<file path="src/rtl/register_file.sv">
// register_file: 2^r x n register file, two combinational read ports, one write port; register 0 reads as zero.
// Define REGFILE_BYPASS_EN to forward same-cycle write data onto matching read ports.
module register_file #(
    parameter int n = 32,
    parameter int r = 5
) (
    input  logic         clk,
    input  logic         rst,
    input  logic         writeEnable,
    input  logic [r-1:0] writeAddr,
    input  logic [n-1:0] writeData,
    input  logic [r-1:0] readAddr1,
    input  logic [r-1:0] readAddr2,
    output logic [n-1:0] readData1,
    output logic [n-1:0] readData2
);
    logic [n-1:0] regs [0:(1<<r)-1];
    logic         wr;

    assign wr = writeEnable && !rst && writeAddr != '0;

    always_ff @(posedge clk or posedge rst)
        if (rst)
            for (int i = 0; i < (1<<r); i++) regs[i] <= '0;
        else if (wr)
            regs[writeAddr] <= writeData;

    always_comb begin
        readData1 = (rst || readAddr1 == '0) ? '0 : regs[readAddr1];
        readData2 = (rst || readAddr2 == '0) ? '0 : regs[readAddr2];
`ifdef REGFILE_BYPASS_EN
        readData1 = (wr && writeAddr == readAddr1) ? writeData : readData1;
        readData2 = (wr && writeAddr == readAddr2) ? writeData : readData2;
`endif
    end
endmodule

</file>
<file path="config.mk">
export PLATFORM = sky130hd
export DESIGN_NAME = register_file
export DESIGN_NICKNAME = d
export VERILOG_FILES = /design/src/rtl/register_file.sv
export SDC_FILE = /design/constraint.sdc
export NUM_CORES = 2
export LEC_CHECK = 0
export ABC_AREA = 1
export CAP_MARGIN = 10
export CORE_UTILIZATION = 36
export DETAILED_ROUTE_END_ITERATION = 10
export PLACE_DENSITY_LB_ADDON = 0.25
export SYNTH_ARGS = -nofsm -noshare
export SYNTH_HDL_FRONTEND = slang
export SYNTH_SLANG_ARGS = --single-unit
</file>
<file path="constraint.sdc">
create_clock -name clk -period 100 [get_ports clk]
set_input_delay 10 -clock clk [delete_from_list [all_inputs] [get_ports clk]]
set_output_delay 10 -clock clk [all_outputs]
set_load 0.02 [all_outputs]
</file>
======== Yosys cells after proc, flatten, opt, wreduce, memory -nomap -nowiden ========
Index checks and enable logic that the tools add are counted.
storage, ports and cells
  register bits after elaboration ......... 1024
  word-level logic and storage cells ...... 59
cells by class
  order comparisons ....................... 4
  multiplexer cells ....................... 11
  bitwise logic cells ..................... 3
  reductions and logical operators ........ 9
operators with widths
  kind                                                                          number
  1024-bit bitwise mux                                                          1
  32-bit binary-select mux with 5-bit select                                    2
  32-bit two-way mux                                                            7
  32-bit demux with 5-bit select                                                1
  6-bit greater-or-equal comparator, second input constant                      3
  5-bit inverter with 6-bit output                                              3
  5-bit logical NOT                                                             2
  6-bit by 1-bit less-than comparator with 1-bit output, second input constant  1
  5-bit nonzero test                                                            1
  1-bit logical AND                                                             3
  1-bit logical OR                                                              2
  1-bit logical NOT                                                             1

======== Depth between registers and ports, before layout ========
  depth after elaboration ................. 6
  mapped depth ............................ 12
  mapped depth without buffers ............ 10

======== Worst setup path before layout ========
OpenSTA, ideal clock, no wires.
  kind .................................... input to output
  from .................................... input port rst
  to ...................................... output port readData2[18]
  arrival ................................. 34.933 ns
  data required time ...................... 90.000 ns
  path slack .............................. 55.067 ns
  stages on the path ...................... 3
  path buffers ............................ 0
  cells stage by stage .................... inv_1 nand2_1 a21oi_1
on the way
  longest elaborated chain between the ends .. 2
RTL lines
  item                line  source
  from (decl)         8     input logic rst,
  1-bit logical OR    30    readData2 = (rst || readAddr2 == '0) ? '0 : regs[readAddr2];
  32-bit two-way mux  30
  to (decl)           15    output logic [n-1:0] readData2
No other way between the ends.

======== Worst setup path in the final report ========
  from .................................... input port readAddr2[0]
  to ...................................... output port readData2[28]
on the way
  longest elaborated chain between the ends .. 5
  elaborated cells on any way between the ends .. 7
RTL lines
  item                                                    line  source
  from (decl)                                             13    input logic [r-1:0] readAddr2,
  5-bit inverter with 6-bit output (implied by the code)  30
  32-bit binary-select mux with 5-bit select              30
  32-bit two-way mux (implied by the code) (2 in a row)   30
  32-bit two-way mux *                                    30
Every way passes the cells marked *; elsewhere a longest branch is shown, timed or not. The select of a mux whose other input is x is not followed.

==> reports/results.tsv <==
metric	value	unit
status	finished clean	
r2r_cells	2	
avgSynthCellArea	6.79	um2
crit_path_start_kind	input port	
wl_per_cell	24.5	um
placementRows	144	
grt-ovfl-total	0	
cts_buffer_depth	3	
p_int	0.000815	W
netlist_area	56400	um2
hold_viol_final	0	
end_kind	output port	
largestRegisters	regs: 1024 flops	
cts_hold_buf	0	
min_path_type	reg -> reg	
finalSetupViolations	0	
final_net_count	7992	
dieArea	158000	um2
viasPerCell	5.72	
pwr-share-seq	43.6	%
cts_buffers	119	
max-cap-violations	0	
critPathKind	in -> out	
yosysSeqAreaShare	45.4	%
tns	0	ps
cts_root_buf	clkbuf_16	
drc	0	
worstMarginPinSlew	1280	ps
final_cell_mix	3048 x nand2_1, 1273 x o21ai_0, 1024 x dfrtp_1	
grt_max_degree	195	
cts_tree	built	
ant_nets	0	
clk_latency	750	ps
max_slew_margin	14.3	%
finalMaxSlewViolations	0	
htree_num_levels	3	
grt_pass1_vias	53200	
arrival	15270	ps
fill_cells	16000	
io_pins	114	
clock_sinks	1024	
cp_max_fo	164	
antenna_found_initial	21	
multi_input_area	27200	um2
post_cts_buffers	0	
yosysWarnings	0	
power_density	18.8	nW/um2
timing.final.crit_share	25.3	%
synth-seq-cells	1024	
path_clk_slew	60	ps
timing.fmax	39.6	MHz
register_area	25600	um2
required	90000	ps
vias	57700	
fp.dieW	398	um
core-area	155000	um2
pwr-share-clk	39.4	%
drive_above_1_share	4.68	%
cts_resized	0	
p_switching	0.000366	W
regMostFlops	regs	
floorplan.initialDensity	36.4	%
largest_reg_flops	1024	
synthToLayoutAreaGrowth	11.2	%
fin_ws	74730	ps
leakagePower	29.3	nW
ys_types	20	
dr.pass1.iters	10	
port_buffers	113	
combPwrFrac	17.0	%
die_h	398	um
grt_usage	30.8	%
layout_commonest_cell	nand2_1	
hold_depth	0	
wirelength	247000	um
rsz0062_at_grt	no	
fin_skew	0	ps
switching_share	31.0	%
syn-num-nets	8353	
place_ws	75030	ps
syn_inst	8303	
globalplace.congestion	0.855	
post-dp-hpwl	127000	um
drtIter0Drc	8893	
peakVddDrop	0.0157	mV
fin_crit	25270	ps
grt_pass1_wl	363000	um
-- layout make-up --
type                    count  share of cell area [%]
diodes                     11                  0.0439
clock buffers             177                    5.77
clock inverters            44                   0.830
inverters                 304                    1.88
multi-input cells        6274                    43.3
flip-flops and latches   1024                    40.9
well taps                2044                    4.08
repair buffers            219                    3.21
-- metrics by stage --
| stage | cell area, um2 | util, % | cells | hold slack [ps] | power [W] |
|---|---|---|---|---|---|
| floorplan | 56400 | - | 8303 | 429 | 0.000651 |
| global placement | 58600 | 37.8 | 9865 | 367 | 0.000712 |
| detailed placement | 58600 | 37.8 | 9865 | 368 | 0.000717 |
| CTS | 62700 | 40.5 | 10100 | 381 | 0.00118 |
| global route | 62700 | 40.5 | 10100 | 390 | 0.00123 |
| finish | 62700 | 40.5 | 10100 | 378 | 0.00118 |
-- power groups by stage --
stage / Clock, W / Sequential [W] / Combinational (W)
floorplan: 0 / 0.000511 / 0.000140
global placement: 0 / 0.000519 / 0.000194
detailed placement: 0 / 0.000519 / 0.000197
CTS: 0.000469 / 0.000513 / 0.000198
global route: 0.000486 / 0.000522 / 0.000227
finish: 0.000465 / 0.000515 / 0.000201
-- worst max-delay path, stage by stage --
cell             delay [ps]
buf_8                   230
inv_8                   880
buf_4                   900
buf_4                   950
nand2_1                 110
nand2_1                 100
nand2_1                  50
nand2_1                  90
nor2_1                   60
nand2_1                  60
nand3_1                  70
a21oi_1                 830
clkdlybuf4s50_1         760
-- per-layer routing --
| layer | wire length [um] | up-vias | track usage, % |
|---|---|---|---|
| li1 | - | 26000 | - |
| met1 | 101000 | 27600 | 42.3 |
| met2 | 106000 | 3526 | 46.5 |
| met3 | 29200 | 570 | 6.94 |
| met4 | 10700 | 16 | 12.7 |
| met5 | 107 | - | 0 |
-- path summary, 6_finish.rpt --
check | start | to | slack [ps]
max in group asynchronous | rst | regs[592] | 85740
hold / removal | regs[1017] | regs[1017] | 380
setup reg to reg | regs[826] | regs[826] | 99230
min in group asynchronous | rst | regs[187] | 9820
hold reg to reg | regs[1017] | regs[1017] | 380
setup / recovery | readAddr2[0] | readData2[28] | 74730
-- cell families after synthesis --
family,Yosys count,synth area share (%)
AOI/OAI and AO/OA,1710,15.4
buffers and inverters,1005,6.84
DFF,1024,45.4
and+or+nand+nor,4564,32.3
-- synthesized netlist by cell type (all sizes together) --
library cell | count | area [um2]
clkbuf | 560 | 2100
nand3 | 831 | 4160
clkinv | 2 | 7.51
nand4 | 1 | 6.26
buf | 141 | 614
dfrtp | 1024 | 25600
nor3 | 8 | 75.1
o21ai | 1329 | 6650
and3 | 1 | 6.26
nor2 | 649 | 2450
o211ai | 51 | 383
a21oi | 330 | 1650
inv | 302 | 1130
nand2 | 3074 | 11500
Power figures use the tool's default switching activity.
